[config.mk]
export PLATFORM = sky130hd
export DESIGN_NAME = nibble_slice_arbiter
export DESIGN_NICKNAME = d
export VERILOG_FILES = /design/src/rtl/nibble_slice_pkg.sv /design/src/rtl/nibble_slicer.sv /design/src/rtl/nibble_slice_arbiter.sv
export SDC_FILE = /design/constraint.sdc
export NUM_CORES = 1
export LEC_CHECK = 0
export ABC_AREA = 1
export BUFFER_PORTS_ARGS = -buffer_cell sky130_fd_sc_hd__buf_4
export CORE_MARGIN = 8
export CORE_UTILIZATION = 40
export CTS_CLUSTER_SIZE = 25
export DETAILED_ROUTE_END_ITERATION = 8
export PLACE_DENSITY = 0.73
export SLEW_MARGIN = 25
export SYNTH_ARGS = -nofsm -noshare
export SYNTH_HDL_FRONTEND = slang
export SYNTH_SLANG_ARGS = --single-unit
[constraint.sdc]
create_clock -name clk -period 2.4 [get_ports clk]
set_clock_uncertainty 0.2 [all_clocks]
set_input_delay 0 -clock clk [delete_from_list [all_inputs] [get_ports clk]]
set_output_delay 0 -clock clk [all_outputs]
set_load 0.1 [all_outputs]
[src/rtl/nibble_slice_pkg.sv]
// Shared defaults and state encoding for the nibble-slice arbiter slice of the codebase.
package nibble_slice_pkg;

  localparam int NUM_REQ_DEF = 4;
  localparam int DATA_W_DEF  = 8;
  localparam int SLICE_W_DEF = 4;

  typedef enum logic {
    EMPTY = 1'b0,
    FULL  = 1'b1
  } state_e;

endpackage

[src/rtl/nibble_slicer.sv]
// Combinational slice select: top SLICE_W bits when hi=1, bottom SLICE_W bits otherwise.
module nibble_slicer #(
  parameter int DATA_W  = 8,
  parameter int SLICE_W = 4
) (
  input  logic [DATA_W-1:0]  data,
  input  logic               hi,
  output logic [SLICE_W-1:0] slice
);

  assign slice = hi ? data[DATA_W-1 -: SLICE_W] : data[SLICE_W-1:0];

endmodule

[src/rtl/nibble_slice_arbiter.sv]
// Round-robin arbiter sharing one nibble slicer among NUM_REQ requesters, with a
// single registered result slot held under an output valid/ready handshake.
module nibble_slice_arbiter
  import nibble_slice_pkg::*;
#(
  parameter int  NUM_REQ = NUM_REQ_DEF,
  parameter int  DATA_W  = DATA_W_DEF,
  parameter int  SLICE_W = SLICE_W_DEF,
  localparam int ID_W    = $clog2(NUM_REQ)
) (
  input  logic                      clk,
  input  logic                      rst_n,
  input  logic [NUM_REQ-1:0]        req_valid,
  input  logic [NUM_REQ*DATA_W-1:0] req_data,
  input  logic [NUM_REQ-1:0]        req_hi,
  output logic [NUM_REQ-1:0]        req_ready,
  output logic                      out_valid,
  output logic [SLICE_W-1:0]        out_data,
  output logic [ID_W-1:0]           out_id,
  input  logic                      out_ready,
  output logic                      dbg_state
);

  // Handshakes: a transfer happens on a rising edge where valid and ready are both 1.
  // Requesters hold valid/data/hi until their ready bit is seen; out_data/out_id stay
  // stable while out_valid=1 and out_ready=0. req_ready never depends on req_data.

  state_e               state_q;
  state_e               state_d;
  logic [ID_W-1:0]      last_q;
  logic [ID_W-1:0]      winner;
  logic                 can_accept;
  logic                 accept;
  logic [DATA_W-1:0]    win_data;
  logic                 win_hi;
  logic [SLICE_W-1:0]   slice;

  // First set bit scanning ptr+1, ptr+2, ... modulo NUM_REQ, found by shifting a
  // doubled copy of the valid vector so the wrap needs no special case.
  function automatic logic [ID_W-1:0] rr_winner(
    input logic [NUM_REQ-1:0] valid,
    input logic [ID_W-1:0]    ptr
  );
    logic [2*NUM_REQ-1:0] dbl;
    logic [NUM_REQ-1:0]   rot;
    int                   off;
    int                   sum;
    dbl = {valid, valid} >> (int'(ptr) + 1);
    rot = dbl[NUM_REQ-1:0];
    off = 0;
    for (int j = NUM_REQ - 1; j >= 0; j--) begin
      if (rot[j]) off = j;
    end
    sum = int'(ptr) + 1 + off;
    if (sum >= NUM_REQ) sum = sum - NUM_REQ;
    return ID_W'(sum);
  endfunction

  assign winner     = rr_winner(req_valid, last_q);
  assign can_accept = (state_q == EMPTY) | out_ready;
  // rst_n gating keeps req_ready low for the whole reset, not just after the first edge.
  assign accept     = rst_n & can_accept & (|req_valid);
  assign req_ready  = accept ? (NUM_REQ'(1) << winner) : '0;

  always_comb begin
    win_data = '0;
    win_hi   = 1'b0;
    for (int i = 0; i < NUM_REQ; i++) begin
      if (winner == ID_W'(i)) begin
        win_data = req_data[i*DATA_W +: DATA_W];
        win_hi   = req_hi[i];
      end
    end
  end

  nibble_slicer #(
    .DATA_W  (DATA_W),
    .SLICE_W (SLICE_W)
  ) u_slicer (
    .data  (win_data),
    .hi    (win_hi),
    .slice (slice)
  );

  always_ff @(posedge clk or negedge rst_n) begin
    if (!rst_n) begin
      state_q <= EMPTY;
    end else begin
      state_q <= state_d;
    end
  end

  always_comb begin
    state_d = state_q;
    case (state_q)
      EMPTY:   if (accept) state_d = FULL;
      FULL:    if (out_ready && !accept) state_d = EMPTY;
      default: state_d = EMPTY;
    endcase
  end

  always_ff @(posedge clk or negedge rst_n) begin
    if (!rst_n) begin
      out_data <= '0;
      out_id   <= '0;
      last_q   <= ID_W'(NUM_REQ - 1);
    end else if (accept) begin
      out_data <= slice;
      out_id   <= winner;
      last_q   <= winner;
    end
  end

  assign out_valid = (state_q == FULL);
  assign dbg_state = (state_q == FULL);

endmodule
==> results.tsv <==
stage	metric	value	unit
run_status	outcome	finished, violations left	
run_status	failing checks	negative hold slack, negative setup slack	
worst_setup_path	critical path class	reg -> out	
route	Antenna Nets Post-Route	0	
yosys	Most used DFF post-synth	dfrtp_1	
die	row cnt	18	
die	Horiz. Die Dim	66.3	um
yosys	Post-synth top cells	nand2_1 (45), nand3_1 (30), nand4_1 (21)	
route	metal3 WL	255	um
timing	Max-slew headroom	0.643	
global_route	GRT Util Overall	0.195	
die	die height	66.3	um
die	Core Area	2430	um2
clock_network	total CTS buffers	3	
route	Max Used Layer	met4	
yosys	Synth top area share	0.173	
worst_hold_path	Min-Delay Path Class	in -> reg	
timing	setup_tns	-2.46	ns
final_layout	layout cell share with drive strength beyond 1	0.543	
job	max cap viols	0	
route	via count	1512	
route	WL final	4620	um
clock_network	clock latency on the worst-skew pair	0.27	ns
global_route	GRT overflow	0	
yosys	Mapped Avg Cell Area	6.56	um2
global_route	largest net degree at the start of global routing	20	
place	dpl cell area	1600	um2
worst_setup_path	worst path cell trace	nand2_1 -> nand3_1 -> nand3_2 -> nand2_2 -> nand2_2 -> ha_4 -> xnor2_4 -> nand3_4 -> nand2_4 -> inv_4 -> buf_6 -> nor3_4 -> buf_12	
yosys	Unique masters post-synth	26	
yosys	asr flop ratio synth	1.00	
yosys	Synth area leaders	dfrtp_1 (17%), nand2_1 (17%), nand3_1 (15%), nand4_1 (13%), dfstp_2 (5.2%)	
clock_network	maximum clock insertion buffer count	2	
place	GP Congestion	0.829	
clock_network	CTS tree	done	
die	die footprint	4390	um2
timing	fin. max-slew vios	0	
place	placed insts	248	
route	routed length on met1	1670	um
route	DR WL/cell	16.8	um
yosys	Syn Nets	198	
clock_network	total clock sinks	9	
timing	worst-margin pin slew	0.533	ns
worst_setup_path	crit-path max cell delay	0.59	ns
global_route	initial antenna violation count	0	
worst_setup_path	CP max FO	5	
timing	fin worst setup slack	-0.378	ns
timing	Final period util	1.16	
clock_network	clk slew on worst S/H paths	0.07	ns
die	Ports	55	
yosys	Cells after Synth	154	
timing	Fin Hold WS	-0.00174	ns
timing	Final Hold Viols	1	
final_layout	Ant. Diodes	0	
place	dpl ws	-0.374	ns
global_route	vias in the first global route	1599	
yosys	count leader, synth	nand2_1	
yosys	Post-Syn Area	1010	um2
worst_setup_path	Slowest-stage cell, CP	dfstp_2	
route	Residual DRC	0	
worst_setup_path	arrival time of the worst setup path	2.58	ns
clock_network	CTS HTree Levels	1	
timing	FMAX	0.360	GHz
timing	Setup-failing EPs final	9	
final_layout	Area growth, synth to finish	103	%
route	met2 routed WL	2490	um
worst_setup_path	startpoint types	flop	
clock_network	root buf cell	clkbuf_4	
die	Starting Density	0.416	
timing	Period minus WS final	2.78	ns
final_layout	non-filler cells, final	275	
place	port bufs	54	
yosys	area leader, netlist	dfrtp_1	
yosys	post-synthesis sequential area ratio	0.225	
timing	RSZ-0062 raised after global routing	true	
worst_setup_path	Setup crit end kind	primary output	
yosys	Yosys warning count	0	
route	drt pass-1 iters	4	
place	Final HPWL DP	3000	um
yosys	register bit total from synthesis	9	
final_layout	fin area	2050	um2
route	initial DRC count	72	
yosys	Post-synth EDFFs	0	
worst_setup_path	Critical Path RT	2.20	ns
global_route	first-pass GRT wire length	6860	um
route	vias per cell	5.50	
final_layout	Nets	290	
worst_setup_path	CP dominant cell by count	nand2_2	
==> sequential cells by signal (all words and copies together), names as in the netlist <==
signal     count
dbg_state      1
last_q         2
out_data       4
out_id         2
==> critical path: cells and delay by family (launching register included) <==
kind	cells	cell delay, ns
buf+inv	3	0.37
fa+ha+maj	1	0.17
xor+xnor	1	0.18
flops	1	0.59
simple gates	8	0.98
==> repair_timing <==
item / CTS / global route
endpoints found under the hold margin: 13 / 0
buffers inserted: 8 / 2
endpoints found under the setup margin: 11 / 12
hold buffers: 12 / 0
pin swaps: 16 / 10
resized for setup: 29 / 27
cloned: 1 / 0
==> metal layers <==
layer  vias to the layer above  global-route usage
li1                        717                   -
met1                       705               0.174
met2                        67               0.391
met3                        23              0.0458
met4                         0              0.0933
met5                         -                   0
==> cells by family after synthesis <==
| kind of cell | share of synthesized area |
|---|---|
| AO/OA/AOI/OAI | 0.0433 |
| buffers and inverters | 0.116 |
| XOR/XNOR | 0.00866 |
| AND/OR/NAND/NOR | 0.594 |
| adder cells (fa/ha/maj) | 0.0124 |
| flip-flops | 0.225 |
==> final cells by class <==
cell class                 instances  area (um2)
timing repair buffer              96         860
tap                               30        37.5
clock buffer                       4        26.3
fill                             141         384
sequential                         9         228
inverter                          13        58.8
multi-input combinational        123         838
==> cell usage in the layout (no fill, tap or decap) <==
cell / instances
buf_4: 69
nand2_1: 36
nand3_1: 21
nand4_1: 21
dlygate4sd3_1: 12
buf_6: 9
nand2_4: 8
nand2_2: 8
nand3_2: 8
inv_1: 7
dfrtp_1: 7
buf_12: 6
nor2_4: 5
nand3_4: 3
o21ai_0: 3
nor2_1: 3
clkbuf_4: 3
inv_4: 2
inv_2: 2
dfstp_2: 2
clkinvlp_4: 1
or4_1: 1
o211ai_2: 1
clkinv_2: 1
xnor2_4: 1
nor3_4: 1
a21oi_4: 1
nor2_2: 1
ha_4: 1
clkbuf_1: 1
==> through the flow <==
step / hold slack, ns / util
6_report: -0.00174 / 0.842
3_3_place_gp: -0.367 / 0.656
3_5_place_dp: -0.363 / 0.656
5_1_grt: 0.0255 / 0.842
4_1_cts: 0.0000290 / 0.789
2_1_floorplan: -0.496 / -
==> path summary, 6_finish.rpt <==
check / from / end / slack [ns] / cells past startpoint
max: last_q[0]$_DFFE_PN1P_ / req_ready[0] / -0.38 / 13
min: req_data[1] / out_data[1]$_DFFE_PN0P_ / -0.002 / 7
max reg2reg: last_q[0]$_DFFE_PN1P_ / out_data[0]$_DFFE_PN0P_ / -0.35 / 17
min reg2reg: out_data[2]$_DFFE_PN0P_ / out_data[2]$_DFFE_PN0P_ / 0.28 / 2
max in group asynchronous: rst_n / out_data[0]$_DFFE_PN0P_ / 1.17 / 3
min in group asynchronous: rst_n / last_q[1]$_DFFE_PN1P_ / 0.03 / 2
Power is left out: the tool's default activity adds up to more than one toggle a clock period on the data nets, which glitch-free logic cannot reach.
